File: src/rtl/l1_l2_arbiter.sv
`default_nettype none
// ============================================================================
// Module   : l1_l2_arbiter
// Brief    : Round-robin sharing of the L1<->L2 port between I- and D-cache;
//            D writeback and its refill run as one locked transaction.
// Revision : 1.0 - initial release
// ============================================================================
module l1_l2_arbiter #(
    parameter int TAG_W  = 21,
    parameter int IDX_W  = 5,
    parameter int LINE_W = 512
) (
    input  logic              clk,
    input  logic              nrst,
    input  logic              read_I_L2,
    input  logic [TAG_W-1:0]  tag_I_L2,
    input  logic [IDX_W-1:0]  index_I_L2,
    output logic              ready_L2_I,
    input  logic              read_D_L2,
    input  logic              write_D_L2,
    input  logic [TAG_W-1:0]  tag_D_L2,
    input  logic [TAG_W-1:0]  write_tag_D_L2,
    input  logic [IDX_W-1:0]  index_D_L2,
    input  logic [LINE_W-1:0] write_data_D_L2,
    output logic              ready_L2_D,
    output logic              read_L1_L2,
    output logic              write_L1_L2,
    output logic [TAG_W-1:0]  tag_L1_L2,
    output logic [IDX_W-1:0]  index_L1_L2,
    output logic [LINE_W-1:0] write_data_L1_L2,
    input  logic              ready_L2_L1,
    input  logic [LINE_W-1:0] read_data_L2_L1
);

    typedef enum logic [1:0] {
        ST_IDLE = 2'd0,
        ST_D_WB = 2'd1,
        ST_D_RD = 2'd2,
        ST_I_RD = 2'd3
    } state_t;

    localparam logic c_RR_I = 1'b0;
    localparam logic c_RR_D = 1'b1;

    state_t              r_state, w_state_nxt;
    logic                r_rr_last, w_rr_last_nxt;
    logic                r_read, w_read_nxt;
    logic                r_write, w_write_nxt;
    logic [TAG_W-1:0]    r_tag, w_tag_nxt;
    logic [IDX_W-1:0]    r_index, w_index_nxt;
    logic [LINE_W-1:0]   r_data, w_data_nxt;
    logic                r_ready_i, w_ready_i_nxt;
    logic                r_ready_d, w_ready_d_nxt;
    logic                w_req_d;
    logic                w_grant_d;
    logic                w_grant_i;

    // The refill line is broadcast to the L1s outside this block.
    logic                w_unused_read_data;
    assign w_unused_read_data = ^read_data_L2_L1;

    assign w_req_d   = read_D_L2 | write_D_L2;
    assign w_grant_d = w_req_d && (!read_I_L2 || (r_rr_last == c_RR_I));
    assign w_grant_i = read_I_L2 && !w_grant_d;

    always_ff @(posedge clk or negedge nrst) begin
        if (!nrst) begin
            r_state   <= ST_IDLE;
            r_rr_last <= c_RR_I;
            r_read    <= 1'b0;
            r_write   <= 1'b0;
            r_tag     <= '0;
            r_index   <= '0;
            r_data    <= '0;
            r_ready_i <= 1'b0;
            r_ready_d <= 1'b0;
        end else begin
            r_state   <= w_state_nxt;
            r_rr_last <= w_rr_last_nxt;
            r_read    <= w_read_nxt;
            r_write   <= w_write_nxt;
            r_tag     <= w_tag_nxt;
            r_index   <= w_index_nxt;
            r_data    <= w_data_nxt;
            r_ready_i <= w_ready_i_nxt;
            r_ready_d <= w_ready_d_nxt;
        end
    end

    always_comb begin
        w_state_nxt   = r_state;
        w_rr_last_nxt = r_rr_last;
        w_read_nxt    = r_read;
        w_write_nxt   = r_write;
        w_tag_nxt     = r_tag;
        w_index_nxt   = r_index;
        w_data_nxt    = r_data;
        w_ready_i_nxt = 1'b0;
        w_ready_d_nxt = 1'b0;

        case (r_state)
            ST_IDLE: begin
                // Requests seen during a ready pulse still belong to the
                // transaction that just finished.
                if (!(r_ready_i || r_ready_d)) begin
                    if (w_grant_d) begin
                        w_rr_last_nxt = c_RR_D;
                        w_index_nxt   = index_D_L2;
                        if (write_D_L2) begin
                            w_state_nxt = ST_D_WB;
                            w_write_nxt = 1'b1;
                            w_tag_nxt   = write_tag_D_L2;
                            w_data_nxt  = write_data_D_L2;
                        end else begin
                            w_state_nxt = ST_D_RD;
                            w_read_nxt  = 1'b1;
                            w_tag_nxt   = tag_D_L2;
                        end
                    end else if (w_grant_i) begin
                        w_rr_last_nxt = c_RR_I;
                        w_state_nxt   = ST_I_RD;
                        w_read_nxt    = 1'b1;
                        w_tag_nxt     = tag_I_L2;
                        w_index_nxt   = index_I_L2;
                    end
                end
            end
            ST_D_WB: begin
                if (ready_L2_L1) begin
                    w_write_nxt = 1'b0;
                    if (read_D_L2) begin
                        // Read is raised one cycle later, giving the idle gap.
                        w_state_nxt = ST_D_RD;
                        w_tag_nxt   = tag_D_L2;
                        w_index_nxt = index_D_L2;
                    end else begin
                        w_state_nxt   = ST_IDLE;
                        w_ready_d_nxt = 1'b1;
                    end
                end
            end
            ST_D_RD: begin
                if (!r_read) begin
                    w_read_nxt = 1'b1;
                end else if (ready_L2_L1) begin
                    w_read_nxt    = 1'b0;
                    w_ready_d_nxt = 1'b1;
                    w_state_nxt   = ST_IDLE;
                end
            end
            ST_I_RD: begin
                if (ready_L2_L1) begin
                    w_read_nxt    = 1'b0;
                    w_ready_i_nxt = 1'b1;
                    w_state_nxt   = ST_IDLE;
                end
            end
            default: begin
                w_state_nxt = ST_IDLE;
            end
        endcase
    end

    assign ready_L2_I       = r_ready_i;
    assign ready_L2_D       = r_ready_d;
    assign read_L1_L2       = r_read;
    assign write_L1_L2      = r_write;
    assign tag_L1_L2        = r_tag;
    assign index_L1_L2      = r_index;
    assign write_data_L1_L2 = r_data;

endmodule
`default_nettype wire

File: config.mk
export PLATFORM = sky130hd
export DESIGN_NAME = l1_l2_arbiter
export DESIGN_NICKNAME = d
export VERILOG_FILES = /design/src/rtl/l1_l2_arbiter.sv
export SDC_FILE = /design/constraint.sdc
export NUM_CORES = 1
export LEC_CHECK = 0
export CAP_MARGIN = 20
export CORE_AREA = 4 4 645 647
export DETAILED_ROUTE_END_ITERATION = 12
export DIE_AREA = 0 0 649 651
export GPL_TIMING_DRIVEN = 0
export SYNTH_ARGS = -nofsm -noshare
export SYNTH_HDL_FRONTEND = slang
export SYNTH_SLANG_ARGS = --single-unit
File: constraint.sdc
create_clock -name clk -period 1.95 [get_ports clk]
set_input_delay 0.39 -clock clk [delete_from_list [all_inputs] [get_ports clk]]
set_output_delay 0.39 -clock clk [all_outputs]
set_load 0.03 [all_outputs]
Word level (Yosys, flattened, before mapping)
Cells that the tools add are included.
- word-level logic and storage cells: 82
- input port bits: 1103
- register bits after elaboration: 545
- equality and inequality tests: 12
- multiplexer cells: 42
- bitwise logic cells: 3
- reduce and logical (&&, ||, !) cells: 16
- operators with widths (kind ; number):
    21-bit two-way mux ; 6
    21-bit one-hot mux with 2 select lines ; 1
    5-bit two-way mux ; 5
    1-bit two-way mux ; 17
    2-bit two-way mux ; 8
    5-bit AND reduction ; 3
    2-bit inequality test (second input constant) ; 7
    5-bit one-hot mux with 2 select lines ; 1
    2-bit one-hot mux with 4 select lines ; 1
    4-bit AND reduction ; 2
    3-bit inequality test (second input constant) ; 2
    2-bit equality test (second input constant) ; 2
    1-bit one-hot mux with 2 select lines ; 2
    2-bit nonzero test ; 2
    1-bit one-hot mux with 3 select lines ; 1
    3-bit AND reduction ; 1
    3-bit nonzero test ; 1
    2-bit by 1-bit equality test with 1-bit output (second input constant) ; 1
    1-bit logical AND ; 2
    1-bit zero test ; 2
    2-bit zero test ; 1
    1-bit logical OR ; 2
    1-bit NOT ; 2
    1-bit bitwise OR ; 1

Longest topological paths before layout
- depth after elaboration: 9
- gate-level depth with buffers: 7
- depth with buffers taken out: 6

Least setup slack after synthesis
Ideal clock, no wire load.
- kind: reg-to-reg
- start: register r_state[1]
- end: register r_index[0] (netlist: index_L1_L2[0])
- setup time: 0.125 ns
- path buffers: 1
- required time: 1.825 ns
- clock period less this slack: 1.796 ns
- cell stages (with the launch flop): 7
- arrival time: 1.672 ns
- slack: 0.154 ns
- cell sequence: dfrtp_1 > inv_1 > ha_1 > buf_2 > nor2_1 > mux2_2 > mux2_2
- cells in the longest elaborated chain, start to end: 3
- elaborated cells on any way between the ends: 9
- ends and longest elaborated chain (what ; RTL line ; text):
    start, declared ; 45 ; state_t r_state, w_state_nxt;
    start signal, assigned ; 78 ; r_state <= w_state_nxt;
    2-bit by 1-bit equality test with 1-bit output or 2-bit zero test (tied branches) ; 101 ; case (r_state)
    2-bit inequality test (no line) (tied with other cells) ; n/a ;
    5-bit AND reduction (no line) ; n/a ;
    end signal, assigned ; 83 ; r_index <= w_index_nxt;
    end, declared ; 50 ; logic [IDX_W-1:0] r_index, w_index_nxt;
Parallel ways exist; a longest one is shown, timed or not.
A chain may end at the register's enable or synchronous reset.

Final worst setup path
- start: register r_data[263] (netlist: write_data_L1_L2[263])
- end: output write_data_L1_L2[263]
- RTL lines (what ; RTL line ; text):
    start, declared ; 51 ; logic [LINE_W-1:0] r_data, w_data_nxt;
    start signal, assigned ; 84 ; r_data <= w_data_nxt;
    end, declared ; 30 ; output logic [LINE_W-1:0] write_data_L1_L2,
No word-level cell between the ends.

==> results.py <==
metrics = {
    "logic_synthesis": {
        "synth_warnings": 0,
        "yosys_register_bits": 545,
        "synth_area_um2": 20810,
        "ys_top_cells_by_area": "dfrtp_1, mux2_2, mux2_1",
        "synth_top_area_cell": "dfrtp_1",
        "synth_top_area_share_pct": 65.54,
        "ys_seq_area_share_pct": 65.54,
        "synth_nets": 2376,
        "syn_avg_cell_area_um2": 16.42,
        "synth_cell_types": 31,
        "synth_cells": 1267,
    },
    "placement": {
        "placed_area_um2": 39580,
        "numPortBuffers": 1131,
        "gp_congestion": 0.8718,
        "hpwl_mm": 228.8,
    },
    "sta": {
        "rsz0062_at_grt": "true",
        "fin_crit_ps": 2126,
        "finalCritPeriodShare_pct": 109.0,
        "max_freq_mhz": 470.4,
        "drv_slew": 0,
        "fin_tns_setup_ps": -28170,
        "tightest_slew_ps": 833.8,
        "finalHoldViolCount": 93,
        "hold_ws_ps": -317.8,
        "fin_skew_ps": 57.06,
        "setup_viol": 617,
        "final.setup.worst_slack_ps": -176.1,
        "relSlewSlack_pct": 44.42,
    },
    "global_route": {
        "grt_util_all_layers_pct": 11.41,
        "grt_pass1_wl_mm": 289.7,
        "antenna_found_initial": 237,
        "first_global_vias": 17741,
        "grt_max_degree": 110,
        "grt-ovfl-total": 0,
    },
    "route": {
        "drt_iter0_markers": 996,
        "finalWirelength_mm": 250.3,
        "ant_nets": 0,
        "drt-wirelength-per-cell_um": 30.84,
        "first_pass_iters": 4,
        "drc": 0,
        "via_count": 17706,
        "via_per_inst": 2.182,
    },
    "setup_path": {
        "path_class": "flop to primary output",
        "critical_path_buf_inv_count": 1,
        "critical_path.top_delay_family": "buffers and inverters",
        "critical_path.max_fanout": 2,
        "cp-start-kind": "flop",
        "crit_arrival_ps": 1740,
        "crit_chain": "dlygate4sd2_1",
        "end_kind": "primary output",
        "cp_data_required_time_ps": 1560,
        "critical-path-max-stage-delay_ps": 630,
        "cp_slowest_cell": "dlygate4sd2_1",
    },
    "final_layout": {
        "final_nets": 3631,
        "n_fill_cell": 46807,
        "drive_gt1_share_pct": 38.59,
        "final_area_um2": 42780,
        "syn_to_final_growth_pct": 105.6,
    },
    "power_and_ir_drop": {
        "p_per_area_nw_per_um2": 1935,
        "switching_share_pct": 49.39,
        "internal-power_mw": 41.90,
        "power_switching_mw": 40.89,
        "ir_drop_mv": 1.382,
        "power.combinational.fraction_pct": 57.3,
        "leakage_nw": 16.54,
        "seqPwrFrac_pct": 24.8,
        "clockPowerShare_pct": 17.8,
    },
    "floorplanning": {
        "dieHeight_um": 651,
        "die_w_um": 649,
        "start_util_pct": 5.080,
        "core_um2": 409600,
        "ioPinCount": 1645,
        "rows": 235,
        "dieArea_um2": 422500,
    },
    "run_status": {
        "failed_checks": "hold timing, setup timing",
        "status": "finished with violations",
    },
    "cts": {
        "clkSinkCount": 545,
        "insertion_delay_ps": 780,
        "cts_made_buffers": 79,
        "path_clk_slew_ps": 60,
        "cts_tree": "yes",
        "root_buffer": "clkbuf_16",
        "hold_buffers": 1,
        "h-tree-depth": 3,
        "clk_path_buf_depth": 4,
    },
    "worst_hold_path": {
        "hold_class": "input pin to async pin",
    },
    "job": {
        "drv_cap": 0,
    },
}
## placed cells by master, fill, tap and decap left out, types with 4 or more instances in the layout
cell	count
clkdlybuf4s50_1	588
dfrtp_1	541
mux2_2	474
dlygate4sd2_1	277
clkdlybuf4s15_2	90
clkbuf_16	89
diode_2	88
buf_6	75
buf_4	72
buf_2	41
mux2_1	34
buf_16	25
inv_1	24
mux2i_1	23
buf_12	22
or3_1	21
o221ai_1	21
clkbuf_1	20
mux2_4	15
clkbuf_8	15
clkbuf_2	14
clkbuf_4	14
clkinv_2	7
bufinv_16	6
clkinv_4	6
buf_8	5
nand2_1	4
ha_1	4
inv_6	4
clkinvlp_4	4
dfrtp_2	4
## sequential cells by signal (all words and copies together), names as in the netlist
signal	flops
write_data_L1_L2	512
tag_L1_L2	21
index_L1_L2	5
r_state	2
r_rr_last	1
read_L1_L2	1
ready_L2_D	1
ready_L2_I	1
write_L1_L2	1
## stage by stage
stage | cells | worst slack [ps] | util, % | power [mW] | hold WS (ps)
after floorplan | 1267 | 153.6 | - | 40.11 | 94.41
after global placement | 7849 | -27540 | 9.510 | 70.01 | 476.1
after detailed placement | 7872 | -1299 | 9.663 | 71.39 | 479.9
after CTS | 8013 | -267.0 | 10.29 | 84.79 | -401.2
after global routing | 8035 | -235.0 | 10.40 | 87.66 | -333.4
final | 8115 | -176.1 | 10.45 | 82.79 | -317.8
## worst register-to-register path, stage by stage, from the launching register on
cell and delay (ps):
dfrtp_1 410, inv_2 140, ha_4 170, nand4_4 150, buf_12 220, buf_12 260, clkbuf_16 160, clkbuf_16 160
mux2_1 310
## cell usage after synthesis (all sizes together)
master	instances
o221ai	21
nand3b	1
ha	6
mux2i	23
nor2	3
nand2	5
clkbuf	8
a22o	1
o2111a	1
nor3	2
a2111o	1
nand4	1
o21ai	2
mux2	523
buf	60
o31a	1
o41ai	1
and2	1
a21oi	4
a31oi	2
nand2b	2
a2bb2oi	1
or3	21
and3	1
o22a	1
dfrtp	545
nand3	3
inv	26
## path summary, 6_finish.rpt
check | slack, ps | to | startpoint | cells past startpoint
max | -180 | write_data_L1_L2[263] | write_data_L1_L2[263]$_DFFE_PN0P_ | 1
min | -320 | write_data_L1_L2[402]$_DFFE_PN0P_ | nrst | 1
max reg2reg | -140 | write_data_L1_L2[405]$_DFFE_PN0P_ | r_state[1]$_DFFE_PN0P_ | 8
min reg2reg | 480 | write_data_L1_L2[398]$_DFFE_PN0P_ | write_data_L1_L2[398]$_DFFE_PN0P_ | 1
max in group asynchronous | 230 | write_data_L1_L2[506]$_DFFE_PN0P_ | nrst | 4
min in group clk | 200 | write_data_L1_L2[469]$_DFFE_PN0P_ | write_data_D_L2[469] | 2
## metal layers
layer  wire length [µm]  global-route usage, %  up-vias
li1                   -                      -     7184
met1              88040                  11.61     8607
met2             113700                  18.62     1285
met3              40650                  8.665      552
met4               7371                  2.298       78
met5                546                      0        -
## kinds of logic (layout without fill, tap and decap cells)
logic type,after synthesis,in the layout,synth area share [%]
multiplexers,546,546,29.41
flip-flops,545,545,65.54
buffers and inverters,94,1403,2.117
AND/OR/NAND/NOR,40,40,1.112
AO/OA/AOI/OAI,36,36,1.461
adder cells (fa/ha/maj),6,6,0.3608
other,0,88,0
## area by class of cell
type | instances | area, µm² | area share (%)
clock inverters | 27 | 332.8 | 0.7779
multi-input cells | 628 | 6838 | 15.98
flip-flops and latches | 545 | 13640 | 31.89
clock buffers | 108 | 2236 | 5.226
inverters | 26 | 97.59 | 0.2281
diodes | 88 | 220.2 | 0.5147
repair buffers | 1174 | 11840 | 27.67
well taps | 5451 | 6820 | 15.94
plain buffers | 68 | 759.5 | 1.775
## timing repair
action | in CTS | in global routing
buffers inserted | 4 | 4
gates cloned | 1 | 10
gates resized for setup | 1526 | 219
endpoints found under the setup margin | 1080 | 930
endpoints found under the hold margin | 95 | 93
pin swaps | 3 | 2
## power by group through the flow
| stage | clock (mW) | combinational (mW) | sequential (mW) |
|---|---|---|---|
| final | 14.8 | 47.5 | 20.6 |
| after global placement | 0 | 49.5 | 20.5 |
| after detailed placement | 0 | 50.7 | 20.7 |
| after floorplan | 0 | 8.57 | 31.5 |
| after global routing | 15.9 | 50.5 | 21.3 |
| after CTS | 15.5 | 48.7 | 20.5 |
(Power assumes the default switching activity.)
